**config.mk**
```make
export PLATFORM = sky130hd
export DESIGN_NAME = spi_slave_apb_plug_flat
export DESIGN_NICKNAME = d
export VERILOG_FILES = /design/src/rtl/spi_slave_apb_plug_pkg.sv /design/src/rtl/spi_slave_apb_plug_if.sv /design/src/rtl/spi_slave_apb_plug_timeout.sv /design/src/rtl/spi_slave_apb_plug.sv /design/src/flat_wrapper.sv
export SDC_FILE = /design/constraint.sdc
export NUM_CORES = 1
export LEC_CHECK = 0
export ABC_AREA = 1
export CAP_MARGIN = 20
export CORE_MARGIN = 1
export CORE_UTILIZATION = 45
export CTS_CLUSTER_SIZE = 8
export DETAILED_ROUTE_END_ITERATION = 12
export GPL_ROUTABILITY_DRIVEN = 1
export PLACE_DENSITY = 0.76
export SLEW_MARGIN = 30
export SYNTH_ARGS = -nofsm -noshare
export SYNTH_HDL_FRONTEND = slang
export SYNTH_SLANG_ARGS = --single-unit
```
**constraint.sdc**
```tcl
create_clock -name clk -period 2.3 [get_ports clk]
set_input_delay 0.69 -clock clk [delete_from_list [all_inputs] [get_ports clk]]
set_output_delay 0.69 -clock clk [all_outputs]
set_load 0.005 [all_outputs]
```
**src/rtl/spi_slave_apb_plug_pkg.sv**
```systemverilog
// Shared types and constants for the SPI-slave-to-APB command plug.
package spi_slave_apb_pkg;

    typedef enum logic [2:0] {
        IDLE   = 3'd0,
        ADDR   = 3'd1,
        WDATA  = 3'd2,
        SETUP  = 3'd3,
        ACCESS = 3'd4,
        RDPUSH = 3'd5
    } state_t;

    localparam int HDR_WRITE_BIT = 31;
    localparam int HDR_LEN_MSB   = 15;
    localparam int WORD_STRIDE   = 4;

    localparam logic [31:0] TIMEOUT_FILL = 32'hDEAD_BEEF;

endpackage

```
**src/rtl/spi_slave_apb_plug_if.sv**
```systemverilog
// FIFO read/write sides and APB3 master bus seen by the plug.
// Handshake: a word moves on a rising clk edge where valid and ready are both high;
// valid holds its word stable until that edge, and ready never depends on valid.
interface spi_slave_apb_plug_if #(
    parameter int ADDR_WIDTH = 32,
    parameter int DATA_WIDTH = 32
);
    logic [DATA_WIDTH-1:0] rx_data;
    logic                  rx_valid;
    logic                  rx_ready;

    logic [DATA_WIDTH-1:0] tx_data;
    logic                  tx_valid;
    logic                  tx_ready;

    logic [ADDR_WIDTH-1:0] paddr;
    logic [DATA_WIDTH-1:0] pwdata;
    logic                  pwrite;
    logic                  psel;
    logic                  penable;
    logic [DATA_WIDTH-1:0] prdata;
    logic                  pready;
    logic                  pslverr;

    modport master (
        input  rx_data, rx_valid,
        output rx_ready,
        output tx_data, tx_valid,
        input  tx_ready,
        output paddr, pwdata, pwrite, psel, penable,
        input  prdata, pready, pslverr
    );

    modport slave (
        output rx_data, rx_valid,
        input  rx_ready,
        input  tx_data, tx_valid,
        output tx_ready,
        input  paddr, pwdata, pwrite, psel, penable,
        output prdata, pready, pslverr
    );

endinterface

```
**src/rtl/spi_slave_apb_plug_timeout.sv**
```systemverilog
// ACCESS-phase watchdog: loaded in SETUP, counts down in ACCESS, expires on the last cycle.
// Only present when SPI_SLAVE_APB_TIMEOUT_EN is defined.
`ifdef SPI_SLAVE_APB_TIMEOUT_EN
module spi_slave_apb_timeout #(
    parameter int CYCLES = 256
) (
    input  logic clk,
    input  logic rstn,
    input  logic load,
    input  logic enable,
    output logic expire
);
    localparam int CW = $clog2(CYCLES + 1);

    logic [CW-1:0] cnt_q;

    always_ff @(posedge clk or negedge rstn) begin
        if (!rstn) begin
            cnt_q <= '0;
        end else if (load) begin
            cnt_q <= CW'(CYCLES - 1);
        end else if (enable && (cnt_q != '0)) begin
            cnt_q <= cnt_q - CW'(1);
        end
    end

    // Zero is reached during the CYCLES-th enabled cycle.
    assign expire = enable && (cnt_q == '0);

endmodule
`endif

```
**src/rtl/spi_slave_apb_plug.sv**
```systemverilog
// Pops header/address/data words from the RX FIFO and replays them as APB3 transfers;
// read data goes to the TX FIFO. Optional ACCESS timeout: SPI_SLAVE_APB_TIMEOUT_EN.
module spi_slave_apb_plug
    import spi_slave_apb_pkg::*;
#(
    parameter int ADDR_WIDTH     = 32,
    parameter int DATA_WIDTH     = 32,
    parameter int TIMEOUT_CYCLES = 256
) (
    input  logic                 clk,
    input  logic                 rstn,
    spi_slave_apb_plug_if.master bus,
    output logic                 busy,
    output logic                 err,
    output state_t               state
);
    localparam logic [ADDR_WIDTH-1:0]  ADDR_STRIDE = ADDR_WIDTH'(WORD_STRIDE);
    localparam logic [HDR_LEN_MSB:0]   CNT_ONE     = 1;

    state_t                  state_q, state_d;
    logic                    is_write_q;
    logic [HDR_LEN_MSB:0]    count_q;
    logic [ADDR_WIDTH-1:0]   paddr_q;
    logic [DATA_WIDTH-1:0]   pwdata_q;
    logic [DATA_WIDTH-1:0]   tx_data_q;
    logic                    err_q;

    logic                    rx_ready, tx_valid, psel, penable;
    logic                    rx_fire, tx_fire, last;
    logic                    acc_done, acc_err;
    logic [DATA_WIDTH-1:0]   acc_rdata;

    assign rx_fire = bus.rx_valid && rx_ready;
    assign tx_fire = tx_valid && bus.tx_ready;
    assign last    = (count_q == '0);

`ifdef SPI_SLAVE_APB_TIMEOUT_EN
    logic tmo_expire;

    spi_slave_apb_timeout #(
        .CYCLES (TIMEOUT_CYCLES)
    ) u_timeout (
        .clk    (clk),
        .rstn   (rstn),
        .load   (state_q == SETUP),
        .enable (state_q == ACCESS),
        .expire (tmo_expire)
    );

    // A real pready in the expiry cycle wins over the synthetic error.
    assign acc_done  = (state_q == ACCESS) && (bus.pready || tmo_expire);
    assign acc_err   = bus.pready ? bus.pslverr : 1'b1;
    assign acc_rdata = bus.pready ? bus.prdata  : DATA_WIDTH'(TIMEOUT_FILL);
`else
    assign acc_done  = (state_q == ACCESS) && bus.pready;
    assign acc_err   = bus.pslverr;
    assign acc_rdata = bus.prdata;
`endif

    always_ff @(posedge clk or negedge rstn) begin
        if (!rstn) begin
            state_q <= IDLE;
        end else begin
            state_q <= state_d;
        end
    end

    always_comb begin
        state_d  = state_q;
        rx_ready = 1'b0;
        tx_valid = 1'b0;
        psel     = 1'b0;
        penable  = 1'b0;
        case (state_q)
            IDLE: begin
                rx_ready = 1'b1;
                if (bus.rx_valid) state_d = ADDR;
            end
            ADDR: begin
                rx_ready = 1'b1;
                if (bus.rx_valid) state_d = is_write_q ? WDATA : SETUP;
            end
            WDATA: begin
                rx_ready = 1'b1;
                if (bus.rx_valid) state_d = SETUP;
            end
            SETUP: begin
                psel    = 1'b1;
                state_d = ACCESS;
            end
            ACCESS: begin
                psel    = 1'b1;
                penable = 1'b1;
                if (acc_done) begin
                    if (!is_write_q) state_d = RDPUSH;
                    else             state_d = last ? IDLE : WDATA;
                end
            end
            RDPUSH: begin
                tx_valid = 1'b1;
                if (bus.tx_ready) state_d = last ? IDLE : SETUP;
            end
            default: state_d = IDLE;
        endcase
    end

    // Datapath registers; the word count holds N-1 and steps down after each word.
    always_ff @(posedge clk or negedge rstn) begin
        if (!rstn) begin
            is_write_q <= 1'b0;
            count_q    <= '0;
            paddr_q    <= '0;
            pwdata_q   <= '0;
            tx_data_q  <= '0;
            err_q      <= 1'b0;
        end else begin
            case (state_q)
                IDLE: if (rx_fire) begin
                    is_write_q <= bus.rx_data[HDR_WRITE_BIT];
                    count_q    <= bus.rx_data[HDR_LEN_MSB:0];
                    err_q      <= 1'b0;
                end
                ADDR: if (rx_fire) begin
                    paddr_q <= {bus.rx_data[ADDR_WIDTH-1:2], 2'b00};
                end
                WDATA: if (rx_fire) begin
                    pwdata_q <= bus.rx_data;
                end
                ACCESS: if (acc_done) begin
                    if (acc_err) err_q <= 1'b1;
                    if (!is_write_q) begin
                        tx_data_q <= acc_rdata;
                    end else if (!last) begin
                        count_q <= count_q - CNT_ONE;
                        paddr_q <= paddr_q + ADDR_STRIDE;
                    end
                end
                RDPUSH: if (tx_fire && !last) begin
                    count_q <= count_q - CNT_ONE;
                    paddr_q <= paddr_q + ADDR_STRIDE;
                end
                default: ;
            endcase
        end
    end

    assign bus.rx_ready = rx_ready;
    assign bus.tx_valid = tx_valid;
    assign bus.tx_data  = tx_data_q;
    assign bus.psel     = psel;
    assign bus.penable  = penable;
    assign bus.pwrite   = psel && is_write_q;
    assign bus.paddr    = paddr_q;
    assign bus.pwdata   = pwdata_q;

    assign busy  = (state_q != IDLE);
    assign err   = err_q;
    assign state = state_q;

endmodule

```
**src/flat_wrapper.sv**
```systemverilog
// flat-port wrapper written by rule: the top's interface ports become plain ports
module spi_slave_apb_plug_flat import spi_slave_apb_pkg::*;
#(
    parameter int ADDR_WIDTH     = 32,
    parameter int DATA_WIDTH     = 32,
    parameter int TIMEOUT_CYCLES = 256
)
  (clk, rstn, busy, err, state, bus_rx_data, bus_rx_valid, bus_rx_ready, bus_tx_data, bus_tx_valid, bus_tx_ready, bus_paddr, bus_pwdata, bus_pwrite, bus_psel, bus_penable, bus_prdata, bus_pready, bus_pslverr);
  spi_slave_apb_plug_if #(.ADDR_WIDTH(ADDR_WIDTH), .DATA_WIDTH(DATA_WIDTH)) bus_i ();
  input  logic clk;
  input  logic rstn;
  output logic busy;
  output logic err;
  output state_t state;
  input wire logic [$bits(bus_i.rx_data)-1:0] bus_rx_data;
  input wire logic [$bits(bus_i.rx_valid)-1:0] bus_rx_valid;
  output wire logic [$bits(bus_i.rx_ready)-1:0] bus_rx_ready;
  output wire logic [$bits(bus_i.tx_data)-1:0] bus_tx_data;
  output wire logic [$bits(bus_i.tx_valid)-1:0] bus_tx_valid;
  input wire logic [$bits(bus_i.tx_ready)-1:0] bus_tx_ready;
  output wire logic [$bits(bus_i.paddr)-1:0] bus_paddr;
  output wire logic [$bits(bus_i.pwdata)-1:0] bus_pwdata;
  output wire logic [$bits(bus_i.pwrite)-1:0] bus_pwrite;
  output wire logic [$bits(bus_i.psel)-1:0] bus_psel;
  output wire logic [$bits(bus_i.penable)-1:0] bus_penable;
  input wire logic [$bits(bus_i.prdata)-1:0] bus_prdata;
  input wire logic [$bits(bus_i.pready)-1:0] bus_pready;
  input wire logic [$bits(bus_i.pslverr)-1:0] bus_pslverr;
  assign bus_i.rx_data = bus_rx_data;
  assign bus_i.rx_valid = bus_rx_valid;
  assign bus_rx_ready = bus_i.rx_ready;
  assign bus_tx_data = bus_i.tx_data;
  assign bus_tx_valid = bus_i.tx_valid;
  assign bus_i.tx_ready = bus_tx_ready;
  assign bus_paddr = bus_i.paddr;
  assign bus_pwdata = bus_i.pwdata;
  assign bus_pwrite = bus_i.pwrite;
  assign bus_psel = bus_i.psel;
  assign bus_penable = bus_i.penable;
  assign bus_i.prdata = bus_prdata;
  assign bus_i.pready = bus_pready;
  assign bus_i.pslverr = bus_pslverr;
  spi_slave_apb_plug #(.ADDR_WIDTH(ADDR_WIDTH), .DATA_WIDTH(DATA_WIDTH), .TIMEOUT_CYCLES(TIMEOUT_CYCLES)) u_core (.clk(clk), .rstn(rstn), .bus(bus_i), .busy(busy), .err(err), .state(state));
endmodule
```
# Yosys cells after proc, flatten, opt, wreduce, memory -nomap -nowiden
# Cells that the tools add are included.
dict set report op_classes {
  reduce_logical 21
  n_mux 30
  eq_ne 16
  bitwise 1
  n_addsub 2
}
# operator n
set ops {}
lappend ops {{two-way mux 32 bit} 5}
lappend ops {{case mux 32 bit (3 select lines)} 1}
lappend ops {{two-way mux 16 bit} 5}
lappend ops {{case mux 16 bit (3 select lines)} 1}
lappend ops {{adder 32 x 3 -> 32 bit (second input constant)} 1}
lappend ops {{two-way mux 3 bit} 6}
lappend ops {{case mux 3 bit (6 select lines)} 1}
lappend ops {{zero test 16 bit} 1}
lappend ops {{subtractor 16 x 1 -> 16 bit (second input constant)} 1}
lappend ops {{!= test 2 bit (second input constant)} 6}
lappend ops {{AND reduction 6 bit} 2}
lappend ops {{!= test 2 x 1 -> 1 bit (second input constant)} 5}
lappend ops {{nonzero test 3 bit} 3}
lappend ops {{two-way mux 1 bit} 8}
lappend ops {{== test 3 x 2 -> 1 bit (second input constant)} 2}
lappend ops {{== test 3 bit (second input constant)} 2}
lappend ops {{logical AND 1 bit} 5}
lappend ops {{AND reduction 5 bit} 1}
lappend ops {{two-way mux 2 bit} 2}
lappend ops {{AND reduction 2 bit} 2}
lappend ops {{AND reduction 4 bit} 1}
lappend ops {{== test 3 x 1 -> 1 bit (second input constant)} 1}
lappend ops {{zero test 3 bit} 1}
lappend ops {{AND reduction 3 bit} 1}
lappend ops {{6 further kinds} 6}
dict set report totals {
  regBits 117
  input_bits 70
}

# Longest topological paths before layout
# Gate-level depths: netlist (run 1).
dict set report depth {
  ltp_word 6
  ltp_mapped 12
  depth_no_buf 11
}

# Worst setup path after synthesis (run 1)
# OpenSTA, ideal clock, no wires.
dict set report synth_timing {
  path_type {reg2reg}
  startpoint {reg u_core.state_q[1], in the netlist u_core.state[1]}
  endpoint {reg u_core.tx_data_q[10], in the netlist u_core.bus.tx_data[10]}
  n_path_buf 1
  stages_incl_launch_ff 8
  arrival_ns 1.516
  period_less_slack_ns 1.641
  setup_slack_ns 0.659
  t_required_ns 2.175
  setup_time_ns 0.125
  path_cell_list {dfrtp_1 inv_2 nand2_2 nor2_8 nand2_1 nor2_4 buf_6 mux2_2}
}
dict set report synth_via {
  elab_chain_cells 3
}
# item line
set synth_rtl {}
lappend synth_rtl {{start: declaration} spi_slave_apb_plug.sv:20} ;# state_t state_q, state_d;
lappend synth_rtl {{start signal: assignment} spi_slave_apb_plug.sv:64} ;# state_q <= state_d;
lappend synth_rtl {{== test 3 bit *} {spi_slave_apb_plug.sv:55, spi_slave_apb_plug.sv:117}}
lappend synth_rtl {{logical AND 1 bit} spi_slave_apb_plug.sv:55} ;# assign acc_done = (state_q == ACCESS) && bus.pready;
lappend synth_rtl {{AND reduction 3 bit (no line) *} --}
lappend synth_rtl {{end signal: assignment} spi_slave_apb_plug.sv:132} ;# tx_data_q <= acc_rdata;
lappend synth_rtl {{end: declaration} spi_slave_apb_plug.sv:25} ;# logic [DATA_WIDTH-1:0] tx_data_q;
# Mark *: on every way between the ends. The rest lies on a longest branch, timed or not.
# A chain may end at the register's enable or synchronous reset.

# Final worst setup path (run 1)
dict set report layout_timing {
  startpoint {reg u_core.state_q[1], in the netlist u_core.state[1]}
  endpoint {out busy}
}
dict set report layout_via {
  elab_chain_cells 1
}
# item line
set layout_rtl {}
lappend layout_rtl {{nonzero test 3 bit} spi_slave_apb_plug.sv:156} ;# assign busy = (state_q != IDLE);
lappend layout_rtl {{end: declaration} flat_wrapper.sv:12} ;# output logic busy;
# No other way between the ends.

==> metrics.cfg, run 1 <==
[run_status]
outcome=completed

[timing]
clock_skew_ps=7.31
finalSetupViolCount=0
period_minus_slack_ps=2280
maxClockFrequency_mhz=438
final_hold_viol_count=0
postLayoutSetupSlackWorst_ps=18.4
drv_slew=0
final_min_period_over_clock_period=0.992

[synth]
fraction_of_the_yosys_area_taken_by_sequential_cells=0.455
syn-mean-instance-area_um2=7.81
synth.cell_area_mm2=0.00633
number_of_standard_cells_after_synthesis=810
synth.distinct_cells=34
synth.yosys.warnings=0
ys_ff_latch=115

[global_route]
grt_pass1_wl_um=29000
all_layer_global_routing_usage=0.259
grt_pass1_vias=5780
grt_start_max_net_pins=52
grt-ovfl-total=0
grt_antenna_before_repair=0

[clock_network]
cts_max_level=4
clock_tree.root_cell=sky130_fd_sc_hd__clkbuf_16
sinks_on_clock_net=115
cts.path.max_buffers=2
clk-insertion-delay-late_ps=420
cts_buf_count=17
cts_tree=done
cts.reportedPaths.clkPinSlew_ps=60

[drt]
vias_per_cell=5.04
antenna_left=0
first_iter_violations=432
vias=6018
drc=0
dr.pass1.iters=5
drt_wl_total_um=17700
detail_route.wl_per_cell_um=14.8

[pwr]
worst_ir_drop_vdd_v=0.000766
power_density_mw_per_mm2=1390
power_switching_share=0.365
combinationalPowerShare=0.462
leakage_nw=4.21
p_int_mw=8.05
share_seq_of_total_power=0.309
p_clk_frac=0.229
switching_power_of_the_nets_mw=4.63

[job]
count_of_maximum_capacitance_violations=0

[place]
port_buffers=173
placement_setup_slack_ps=84.0
gp_congestion=0.908
placedCellCount=1150
place_hpwl_um=12900

[floorplanning]
floorplan.initialDensity=0.470
die_y_um=121
floorplan.rows=42
die_x_um=121
top_level_ports=176
core_area_mm2=0.0135
die_ar_mm2=0.0145

[critical_path]
cp.required_ps=1610
worst-setup-path-type=flip-flop to output pin
crit_path_end_kind=output pin
maximum_net_fanout_on_the_critical_path=6
critPathArrivalTime_ps=1590
setup.worst_path.start_class=flip-flop

[finish]
insertedDiodeCount=0
area_growth_syn_to_layout_pct=43.6
multi_input_comb_area_mm2=0.00307
post_route_cells_drive_above_1_share=0.155
area_taken_by_flip_flops_and_latches_mm2=0.00288
layout.cells.non_filler=1194
fillCellCount=1115
design.final.nets=1077

[min_path]
hp-class=primary input to async pin

[power groups by stage]
stage,sequential [mW],combinational [mW],clock [mW]
floorplan,3.82,2.90,0
global placement,3.90,5.52,0
detailed placement,3.93,5.66,0
CTS,3.90,5.83,2.95
global route,4.06,6.48,3.05
finish,3.91,5.86,2.91
[cell usage after synthesis]
library cell	instances	area, um2
sky130_fd_sc_hd__dfrtp_1	115	2880
sky130_fd_sc_hd__ha_1	2	25.0
sky130_fd_sc_hd__o21bai_1	2	15.0
sky130_fd_sc_hd__buf_6	5	56.3
sky130_fd_sc_hd__o21ai_0	44	220
sky130_fd_sc_hd__nor3_1	1	5.00
sky130_fd_sc_hd__nand3b_1	6	45.0
sky130_fd_sc_hd__o21ai_1	11	55.1
sky130_fd_sc_hd__nand3_2	11	110
sky130_fd_sc_hd__nor2_1	83	312
sky130_fd_sc_hd__mux2_2	44	495
sky130_fd_sc_hd__inv_2	5	18.8
sky130_fd_sc_hd__inv_1	62	233
sky130_fd_sc_hd__a21oi_1	6	30.0
sky130_fd_sc_hd__a21boi_0	3	22.5
sky130_fd_sc_hd__nor2_8	2	40.0
sky130_fd_sc_hd__xor2_1	7	61.3
sky130_fd_sc_hd__mux2_1	1	11.3
sky130_fd_sc_hd__nor2_4	3	33.8
sky130_fd_sc_hd__a31oi_1	1	6.26
sky130_fd_sc_hd__xnor2_1	2	17.5
sky130_fd_sc_hd__buf_4	3	22.5
sky130_fd_sc_hd__clkbuf_1	5	18.8
sky130_fd_sc_hd__nand2_1	304	1140
sky130_fd_sc_hd__o21ai_2	2	17.5
sky130_fd_sc_hd__buf_2	11	55.1
sky130_fd_sc_hd__nand3_1	49	245
sky130_fd_sc_hd__buf_8	1	15.0
sky130_fd_sc_hd__nand4_1	1	6.26
sky130_fd_sc_hd__conb_1	1	3.75
sky130_fd_sc_hd__nor2_2	6	37.5
sky130_fd_sc_hd__nand2_2	7	43.8
sky130_fd_sc_hd__or2_2	3	18.8
sky130_fd_sc_hd__nand2_4	1	11.3
[what timing repair did]
item / CTS / global route
buffers inserted: 10 / 2
setup endpoints to repair: 6 / 4
gates cloned: 0 / 0
hold buffers: 0 / 0
pin swaps: 3 / 2
resized for setup: 17 / 12
endpoints found under the hold margin: 0 / 0
[layer usage]
layer | vias to the layer above | wire (um) | part of all wire | track usage
li1 | 2962 | - | - | -
met1 | 2813 | 7930 | 0.45 | 0.351
met2 | 222 | 8190 | 0.46 | 0.407
met3 | 21 | 1330 | 0.075 | 0.0651
met4 | 0 | 226 | 0.013 | 0.0833
met5 | - | 0 | 0 | 0
[final timing paths]
check / slack (ps) / end / from / cells past startpoint
setup reg to reg: 310 / u_core.bus.paddr[29]$_DFFE_PN0P_ / u_core.state[1]$_DFFE_PN0P_ / 13
min in group clk: 480 / u_core.bus.pwdata[16]$_DFFE_PN0P_ / u_core.bus.pwdata[16]$_DFFE_PN0P_ / 2
setup / recovery: 20 / busy / u_core.state[1]$_DFFE_PN0P_ / 5
hold reg to reg: 480 / u_core.bus.pwdata[16]$_DFFE_PN0P_ / u_core.bus.pwdata[16]$_DFFE_PN0P_ / 2
max in group asynchronous: 1420 / u_core.bus.pwdata[30]$_DFFE_PN0P_ / rstn / 2
hold / removal: 230 / u_core.state[0]$_DFFE_PN0P_ / rstn / 1
[critical path, cell delays in order, from the launching register on]
cell and delay [ps]:
sky130_fd_sc_hd__dfrtp_2 440, sky130_fd_sc_hd__buf_4 160, sky130_fd_sc_hd__nor2_4 130, sky130_fd_sc_hd__buf_6 120, sky130_fd_sc_hd__nand2_4 70, sky130_fd_sc_hd__dlygate4sd2_1 270
[sequential cells by signal, summed over array words and instances, names as in the netlist]
name / flops
u_core.bus.tx_data: 32
u_core.bus.paddr: 30
u_core.err: 1
u_core.bus.pwdata: 32
u_core.is_write_q: 1
u_core.count_q: 16
u_core.state: 3
[area by class of cell]
type	count	share of cell area
clock buffer	19	0.0487
sequential	115	0.317
clock inverter	13	0.0229
tap	176	0.0242
inverter	67	0.0279
multi-input combinational	604	0.338
timing repair buffer	200	0.221
[layout by cell type, fill, tap and decap left out, types with 3 or more instances in the layout]
master	synthesis	final
sky130_fd_sc_hd__inv_2	5	5
sky130_fd_sc_hd__a21oi_1	6	6
sky130_fd_sc_hd__dfrtp_1	115	112
sky130_fd_sc_hd__inv_1	62	61
sky130_fd_sc_hd__buf_12	0	7
sky130_fd_sc_hd__nand3b_1	6	6
sky130_fd_sc_hd__dlygate4sd2_1	0	3
sky130_fd_sc_hd__mux2_2	44	44
sky130_fd_sc_hd__buf_4	3	20
sky130_fd_sc_hd__o21ai_1	11	11
sky130_fd_sc_hd__nor2_2	6	6
sky130_fd_sc_hd__clkbuf_2	0	3
sky130_fd_sc_hd__clkinvlp_4	0	4
sky130_fd_sc_hd__clkbuf_16	0	17
sky130_fd_sc_hd__nand2_1	304	300
sky130_fd_sc_hd__o21ai_0	44	44
sky130_fd_sc_hd__a21boi_0	3	3
sky130_fd_sc_hd__nand3_1	49	47
sky130_fd_sc_hd__nor2_1	83	81
sky130_fd_sc_hd__dfrtp_2	0	3
sky130_fd_sc_hd__xor2_1	7	7
sky130_fd_sc_hd__nand3_2	11	13
sky130_fd_sc_hd__clkdlybuf4s50_1	0	165
sky130_fd_sc_hd__bufinv_16	0	5
sky130_fd_sc_hd__nand2_2	7	10
sky130_fd_sc_hd__or2_2	3	3
sky130_fd_sc_hd__nor2_4	3	5
[cells by family (layout without fill, tap and decap cells)]
kind of cell | after synthesis | in the layout | share of synthesized area
other | 1 | 2 | 0.000593
buffers and inverters | 92 | 299 | 0.0662
AO/OA/AOI/OAI | 69 | 69 | 0.0579
flip-flops | 115 | 115 | 0.455
multiplexers | 45 | 45 | 0.0801
XOR/XNOR | 9 | 9 | 0.0125
AND/OR/NAND/NOR | 477 | 477 | 0.324
adder cells (fa/ha/maj) | 2 | 2 | 0.00395
[through the flow]
step                      power [mW]  setup TNS [ps]  hold WS [ps]  utilization  area [um2]
after floorplan                 6.73               0           394            -        6330
after global routing            13.6           -2.77           262        0.676        9090
after detailed placement        9.58               0           472        0.618        8320
after CTS                       12.7           -60.4           239        0.674        9060
final                           12.7               0           229        0.676        9090
after global placement          9.42               0           465        0.618        8320
Power figures use the tool's default switching activity.
==> run 2: changes to the inputs <==
--- a/config.mk
+++ b/config.mk
@@ -13,6 +13,7 @@
 export DETAILED_ROUTE_END_ITERATION = 12
 export GPL_ROUTABILITY_DRIVEN = 1
 export PLACE_DENSITY = 0.76
+export RECOVER_POWER = 50
 export SLEW_MARGIN = 30
 export SYNTH_ARGS = -nofsm -noshare
 export SYNTH_HDL_FRONTEND = slang
==> run 2 against run 1 <==
  * Design area fell by 0.76%
  * Die area did not move
  * Clock power barely moved
  * Flip-flop and latch count did not move
  * Critical path depth did not move
  * Fmax rose by 0.23%
==> metrics.cfg, run 2 (synthesis results as in run 1) <==
[critical_path]
worst-setup-path-type=flip-flop to output pin
cell_by_cell_trace_of_the_critical_path=buf_4, nor2_4, buf_6, nand2_4, dlygate4sd2_1
worst_r2r_startpoint=u_core.state[1]$_DFFE_PN0P_
setup.worst_path.start_class=flip-flop
cpLargestDelayFamily=buffers and inverters
cp.required_ps=1610
critical_path.n_buffers_inverters=3
maximum_net_fanout_on_the_critical_path=6
critPathArrivalTime_ps=1590
worst_path_max_delay_cell=sky130_fd_sc_hd__dfrtp_2
setup.worst_path.start=u_core.state[1]$_DFFE_PN0P_
crit_path_end_kind=output pin
worst_path_largest_cell_delay_ps=440

[floorplanning]
die_y_um=121
die_ar_mm2=0.0145
top_level_ports=176
floorplan.rows=42
floorplan.initialDensity=0.470
die_x_um=121
core_area_mm2=0.0135

[timing]
tns_ps=0
drv_slew=0
unrepaired_setup_endpoints_after_global_routing=false
worst_slew_margin_rel=0.420
maxClockFrequency_mhz=439
period_minus_slack_ps=2280
final_hold_viol_count=0
postLayoutSetupSlackWorst_ps=23.6
clock_skew_ps=7.13
worst_pin_slew_ps=870
finalSetupViolCount=0
final_min_period_over_clock_period=0.990

[place]
placedCellCount=1150
placement_setup_slack_ps=84.0
gp_congestion=0.908
place_hpwl_um=12900
placement.cell_area_mm2=0.00832
port_buffers=173

[global_route]
grt_antenna_before_repair=0
groute.layer.met1.usage=0.351
grt_pass1_wl_um=29000
grt-ovfl-total=0
busiest_grt_layer=met2
groute.layer.met2.usage=0.407
all_layer_global_routing_usage=0.259
grt_pass1_vias=5780
gr-usage-met3=0.0651
grt_start_max_net_pins=52

[clock_network]
cts_max_level=4
cts_buf_count=17
sinks_on_clock_net=115
clk-insertion-delay-late_ps=420
cts.path.max_buffers=2
cts.reportedPaths.clkPinSlew_ps=60
clock_tree.root_cell=sky130_fd_sc_hd__clkbuf_16
cts_tree=done

[drt]
antenna_left=0
drt_wl_total_um=17700
vias_per_cell=5.05
drc=0
first_iter_violations=422
dr.pass1.iters=5
detail_route.wl_per_cell_um=14.8
vias=6024

[finish]
final_common_cell=sky130_fd_sc_hd__nand2_1
fillCellCount=1120
area_taken_by_flip_flops_and_latches_mm2=0.00288
insertedDiodeCount=0
post_route_cells_drive_above_1_share=0.153
layout.cells.most_common_list=300 x sky130_fd_sc_hd__nand2_1, 164 x sky130_fd_sc_hd__clkdlybuf4s50_1, 112 x sky130_fd_sc_hd__dfrtp_1, 81 x sky130_fd_sc_hd__nor2_1, 61 x sky130_fd_sc_hd__inv_1
design.final.nets=1077
multi_input_comb_area_mm2=0.00307
layout.cells.non_filler=1194
design_area_mm2=0.00902
finalCoreUtilization=0.670
area_growth_syn_to_layout_pct=42.5

[job]
count_of_maximum_capacitance_violations=0

[pwr]
power_density_mw_per_mm2=1400
worst_ir_drop_vdd_v=0.000765
leakage_nw=4.19

[min_path]
hp-class=primary input to async pin

[run_status]
outcome=completed

==> run 2: changes by cell type in the layout (fill, tap and decap cells not counted) <==
cell / change
sky130_fd_sc_hd__buf_12: -4
sky130_fd_sc_hd__buf_4: -2
sky130_fd_sc_hd__clkbuf_2: +4
sky130_fd_sc_hd__clkbuf_4: +2
sky130_fd_sc_hd__clkdlybuf4s50_1: -1
sky130_fd_sc_hd__dlygate4sd3_1: +1
sky130_fd_sc_hd__nand3_1: +1
sky130_fd_sc_hd__nand3_2: -1
sky130_fd_sc_hd__o21ai_0: +1
sky130_fd_sc_hd__o21ai_2: -1
==> run 2: timing repair <==
| action | CTS | global route |
|---|---|---|
| buffers inserted | 10 | 2 |
| hold endpoints to repair | 0 | 0 |
| hold buffers | 0 | 0 |
| pin swaps | 3 | 2 |
| gates cloned | 0 | 0 |
| setup endpoints to repair | 6 | 4 |
| gates resized for setup | 17 | 12 |
==> run 2: worst paths after layout <==
kind                                                      end  slack (ps)  depth (start not counted)
setup / recovery                                         busy          20                          5
hold / removal                    u_core.state[0]$_DFFE_PN0P_         370                          1
setup reg to reg           u_core.bus.tx_data[12]$_DFFE_PN0P_         240                          8
hold reg to reg             u_core.bus.pwdata[16]$_DFFE_PN0P_         480                          2
max in group asynchronous   u_core.bus.pwdata[25]$_DFFE_PN0P_         580                          2
min in group clk            u_core.bus.pwdata[16]$_DFFE_PN0P_         480                          2
==> run 2: area by class of cell <==
type / instances / share of cell area
multi-input combinational: 604 / 0.340
sequential: 115 / 0.320
timing repair buffer: 200 / 0.216
clock buffer: 19 / 0.0491
inverter: 67 / 0.0282
tap: 176 / 0.0244
clock inverter: 13 / 0.0230
==> run 2: layer usage <==
layer	up-vias	part of all wire
met4	0	0.012
met1	2825	0.45
li1	2960	-
met3	19	0.074
met5	-	0
met2	220	0.47
==> run 2: metrics by stage <==
step,hold slack (ps),power (mW)
global placement,465,9.42
detailed placement,472,9.58
global route,449,13.5
floorplan,394,6.73
CTS,239,12.7
finish,375,12.6
==> run 2: power by group <==
part / switching, mW / internal, mW / total (mW)
registers: 0.886 / 3.03 / 3.91
clock network: 0.961 / 1.95 / 2.91
logic: 2.77 / 3.05 / 5.82
==> run 3: changes to the inputs <==
--- a/config.mk
+++ b/config.mk
@@ -5,14 +5,12 @@
 export SDC_FILE = /design/constraint.sdc
 export NUM_CORES = 1
 export LEC_CHECK = 0
-export ABC_AREA = 1
-export CAP_MARGIN = 20
 export CORE_MARGIN = 1
-export CORE_UTILIZATION = 45
+export CORE_UTILIZATION = 47
 export CTS_CLUSTER_SIZE = 8
 export DETAILED_ROUTE_END_ITERATION = 12
 export GPL_ROUTABILITY_DRIVEN = 1
-export PLACE_DENSITY = 0.76
+export PLACE_DENSITY = 0.8
 export RECOVER_POWER = 50
 export SLEW_MARGIN = 30
 export SYNTH_ARGS = -nofsm -noshare
==> run 3 against run 2 <==
  * The flow now finishes with violations (negative setup slack)
  * Clock power fell by 10%
  * Worst hold slack improved by 49 ps
  * Flip-flop and latch count did not move
  * Register-to-register slack got worse by 240 ps
  * Wire length rose by 1.8%
  * Clock skew rose by 2.1 ps
  * Via count fell by 6.5%
  * Critical path depth rose by 3
==> metrics.cfg, run 3 <==
[clock_network]
cts.reportedPaths.clkPinSlew_ps=50
sinks_on_clock_net=115
clock_tree.root_cell=sky130_fd_sc_hd__clkbuf_16
cts_buf_count=17
cts.path.max_buffers=2
cts_max_level=4
clk-insertion-delay-late_ps=420
cts_tree=done
hold_buffers=0

[synth]
synth_simple_gate_area_share=0.147
synth-main-ff-cell=sky130_fd_sc_hd__dfrtp_1
fraction_of_the_yosys_area_taken_by_sequential_cells=0.497
synth.top_cells.by_count=115 x sky130_fd_sc_hd__dfrtp_1, 64 x sky130_fd_sc_hd__mux2_2, 48 x sky130_fd_sc_hd__nor2_1, 33 x sky130_fd_sc_hd__a21oi_1, 33 x sky130_fd_sc_hd__o21ai_0
syn-mean-instance-area_um2=10.6
synth.cell_area_mm2=0.00579
async_flop_share=1.00
synth.distinct_cells=65
most_frequent_cell_after_synthesis=sky130_fd_sc_hd__dfrtp_1
synth_adder_area_share=0.00432
post_synth_xor_area_fraction=0
synth_edf_count=0
synth_area_in_compound_gates=0.183
main_area_contributors_after_synthesis=sky130_fd_sc_hd__dfrtp_1 50%, sky130_fd_sc_hd__mux2_2 12%, sky130_fd_sc_hd__nor2_1 3.1%, sky130_fd_sc_hd__a31oi_1 2.9%, sky130_fd_sc_hd__a21oi_1 2.9%
synth_top_family_by_area=compound AO/OA/AOI/OAI gates
post-synth-top-area-fraction=0.497
ys_ff_latch=115
synth.yosys.warnings=0
synth.largest_area_cell=sky130_fd_sc_hd__dfrtp_1
yosys-mux-area-fraction=0.126
number_of_standard_cells_after_synthesis=545

[pwr]
worst_ir_drop_vdd_v=0.000754
p_int_mw=8.44
p_clk_frac=0.203
switching_power_of_the_nets_mw=4.46
design_power_total_mw=12.9
power_switching_share=0.346
share_seq_of_total_power=0.298
leakage_nw=3.67
power_density_mw_per_mm2=1440
combinationalPowerShare=0.499

[critical_path]
worst-setup-path-type=flip-flop to flip-flop
crit_path_end_kind=flip-flop
cp.required_ps=2600
critPathArrivalTime_ps=2600
reg2reg_depth=8
maximum_net_fanout_on_the_critical_path=4
setup.worst_path.start_class=flip-flop

[floorplanning]
core_area_mm2=0.0120
die_ar_mm2=0.0128
top_level_ports=176
floorplan.rows=40
die_y_um=113
die_x_um=113
floorplan.initialDensity=0.482

[drt]
vias=5631
antenna_left=0
first_iter_violations=514
vias_per_cell=6.09
drc=0
dr.pass1.iters=5
drt_wl_total_um=18000
detail_route.wl_per_cell_um=19.5

[finish]
finalCoreUtilization=0.744
insertedDiodeCount=0
layout.cells.most_common_list=163 x sky130_fd_sc_hd__clkdlybuf4s50_1, 112 x sky130_fd_sc_hd__dfrtp_1, 64 x sky130_fd_sc_hd__mux2_2, 47 x sky130_fd_sc_hd__buf_4, 45 x sky130_fd_sc_hd__nor2_1
design_area_mm2=0.00894
area_growth_syn_to_layout_pct=54.4
layout.cells.non_filler=925
final_common_cell=sky130_fd_sc_hd__clkdlybuf4s50_1
post_route_cells_drive_above_1_share=0.274
design.final.nets=838

[timing]
worst_slew_margin_rel=0.322
postLayoutSetupSlackWorst_ps=-0.764
finalSetupViolCount=1
unrepaired_setup_endpoints_after_global_routing=true
final_hold_viol_count=0
hold_ws_ps=424
drv_slew=0
final_min_period_over_clock_period=1.00
clock_skew_ps=9.22
period_minus_slack_ps=2300
maxClockFrequency_mhz=435
worst_pin_slew_ps=1020

[global_route]
grt_pass1_wl_um=27800
grt_start_max_net_pins=64
all_layer_global_routing_usage=0.281
grt_pass1_vias=5599
grt-ovfl-total=0
grt_antenna_before_repair=0

[run_status]
violations=negative setup slack
outcome=finished with violations

[min_path]
hp-class=primary input to async pin

[place]
port_buffers=173
placement.cell_area_mm2=0.00801
place_hpwl_um=11800
placedCellCount=880
gp_congestion=0.855

[job]
count_of_maximum_capacitance_violations=0

## run 3: metrics by stage
step / setup TNS (ps) / worst slack, ps
finish: -0.764 / -0.764
global route: -96.2 / -35.7
CTS: -70.5 / -70.5
detailed placement: -22330 / -517
global placement: -20480 / -472
floorplan: 0 / 51.4
## run 3: critical path, cell delays in order (launching register included)
cell,delay [ps]
sky130_fd_sc_hd__dfrtp_1,400
sky130_fd_sc_hd__or3_4,400
sky130_fd_sc_hd__or3_4,370
sky130_fd_sc_hd__buf_4,170
sky130_fd_sc_hd__nor4_4,190
sky130_fd_sc_hd__buf_4,190
sky130_fd_sc_hd__buf_4,150
sky130_fd_sc_hd__a211oi_1,70
sky130_fd_sc_hd__o22a_1,240
## run 3: worst paths after layout
kind,start,endpoint,slack (ps)
worst max-delay path,u_core.count_q[12]$_DFFE_PN0P_,u_core.bus.paddr[15]$_DFFE_PN0P_,-0.8
worst min-delay path,rstn,u_core.bus.pwdata[26]$_DFFE_PN0P_,420
max in group asynchronous,rstn,u_core.bus.tx_data[16]$_DFFE_PN0P_,480
worst min register to register,u_core.bus.pwdata[4]$_DFFE_PN0P_,u_core.bus.pwdata[4]$_DFFE_PN0P_,500
worst max register to register,u_core.count_q[12]$_DFFE_PN0P_,u_core.bus.paddr[15]$_DFFE_PN0P_,-0.8
min in group clk,u_core.bus.pwdata[4]$_DFFE_PN0P_,u_core.bus.pwdata[4]$_DFFE_PN0P_,500
## run 3: cells by family (layout without fill, tap and decap cells)
family          after synthesis  after routing
compound gates              159            160
fa+ha+maj                     2              2
buf+inv                      48            279
flops                       115            115
mux                          65             65
other cells                   1              2
simple gates                155            155
## run 3: per-layer routing
layer | track usage | wire, um
met2 | 0.443 | 8840
met3 | 0.102 | 1740
met1 | 0.341 | 6950
met4 | 0.139 | 504
met5 | 0 | 0
## run 3: layout make-up
cell class                 instances  area (um2)
inverter                           8        30.0
fill                             799        3070
tap                              147         184
sequential                       115        2880
clock inverter                     9         104
timing repair buffer             240        2370
clock buffer                      22         484
multi-input combinational        384        2890
## run 3: power groups by stage
stage | clock network, mW | logic [mW] | registers [mW]
floorplan | 0 | 2.64 | 3.80
global placement | 0 | 5.50 | 3.78
finish | 2.61 | 6.44 | 3.85
CTS | 2.64 | 6.02 | 3.82
detailed placement | 0 | 5.69 | 3.85
global route | 2.76 | 6.86 | 3.98
## run 3: timing repair
action	CTS	global route
pin swaps	2	8
setup endpoints to repair	27	31
hold endpoints to repair	0	0
resized for setup	29	46
gates cloned	3	1
buffers inserted	7	3
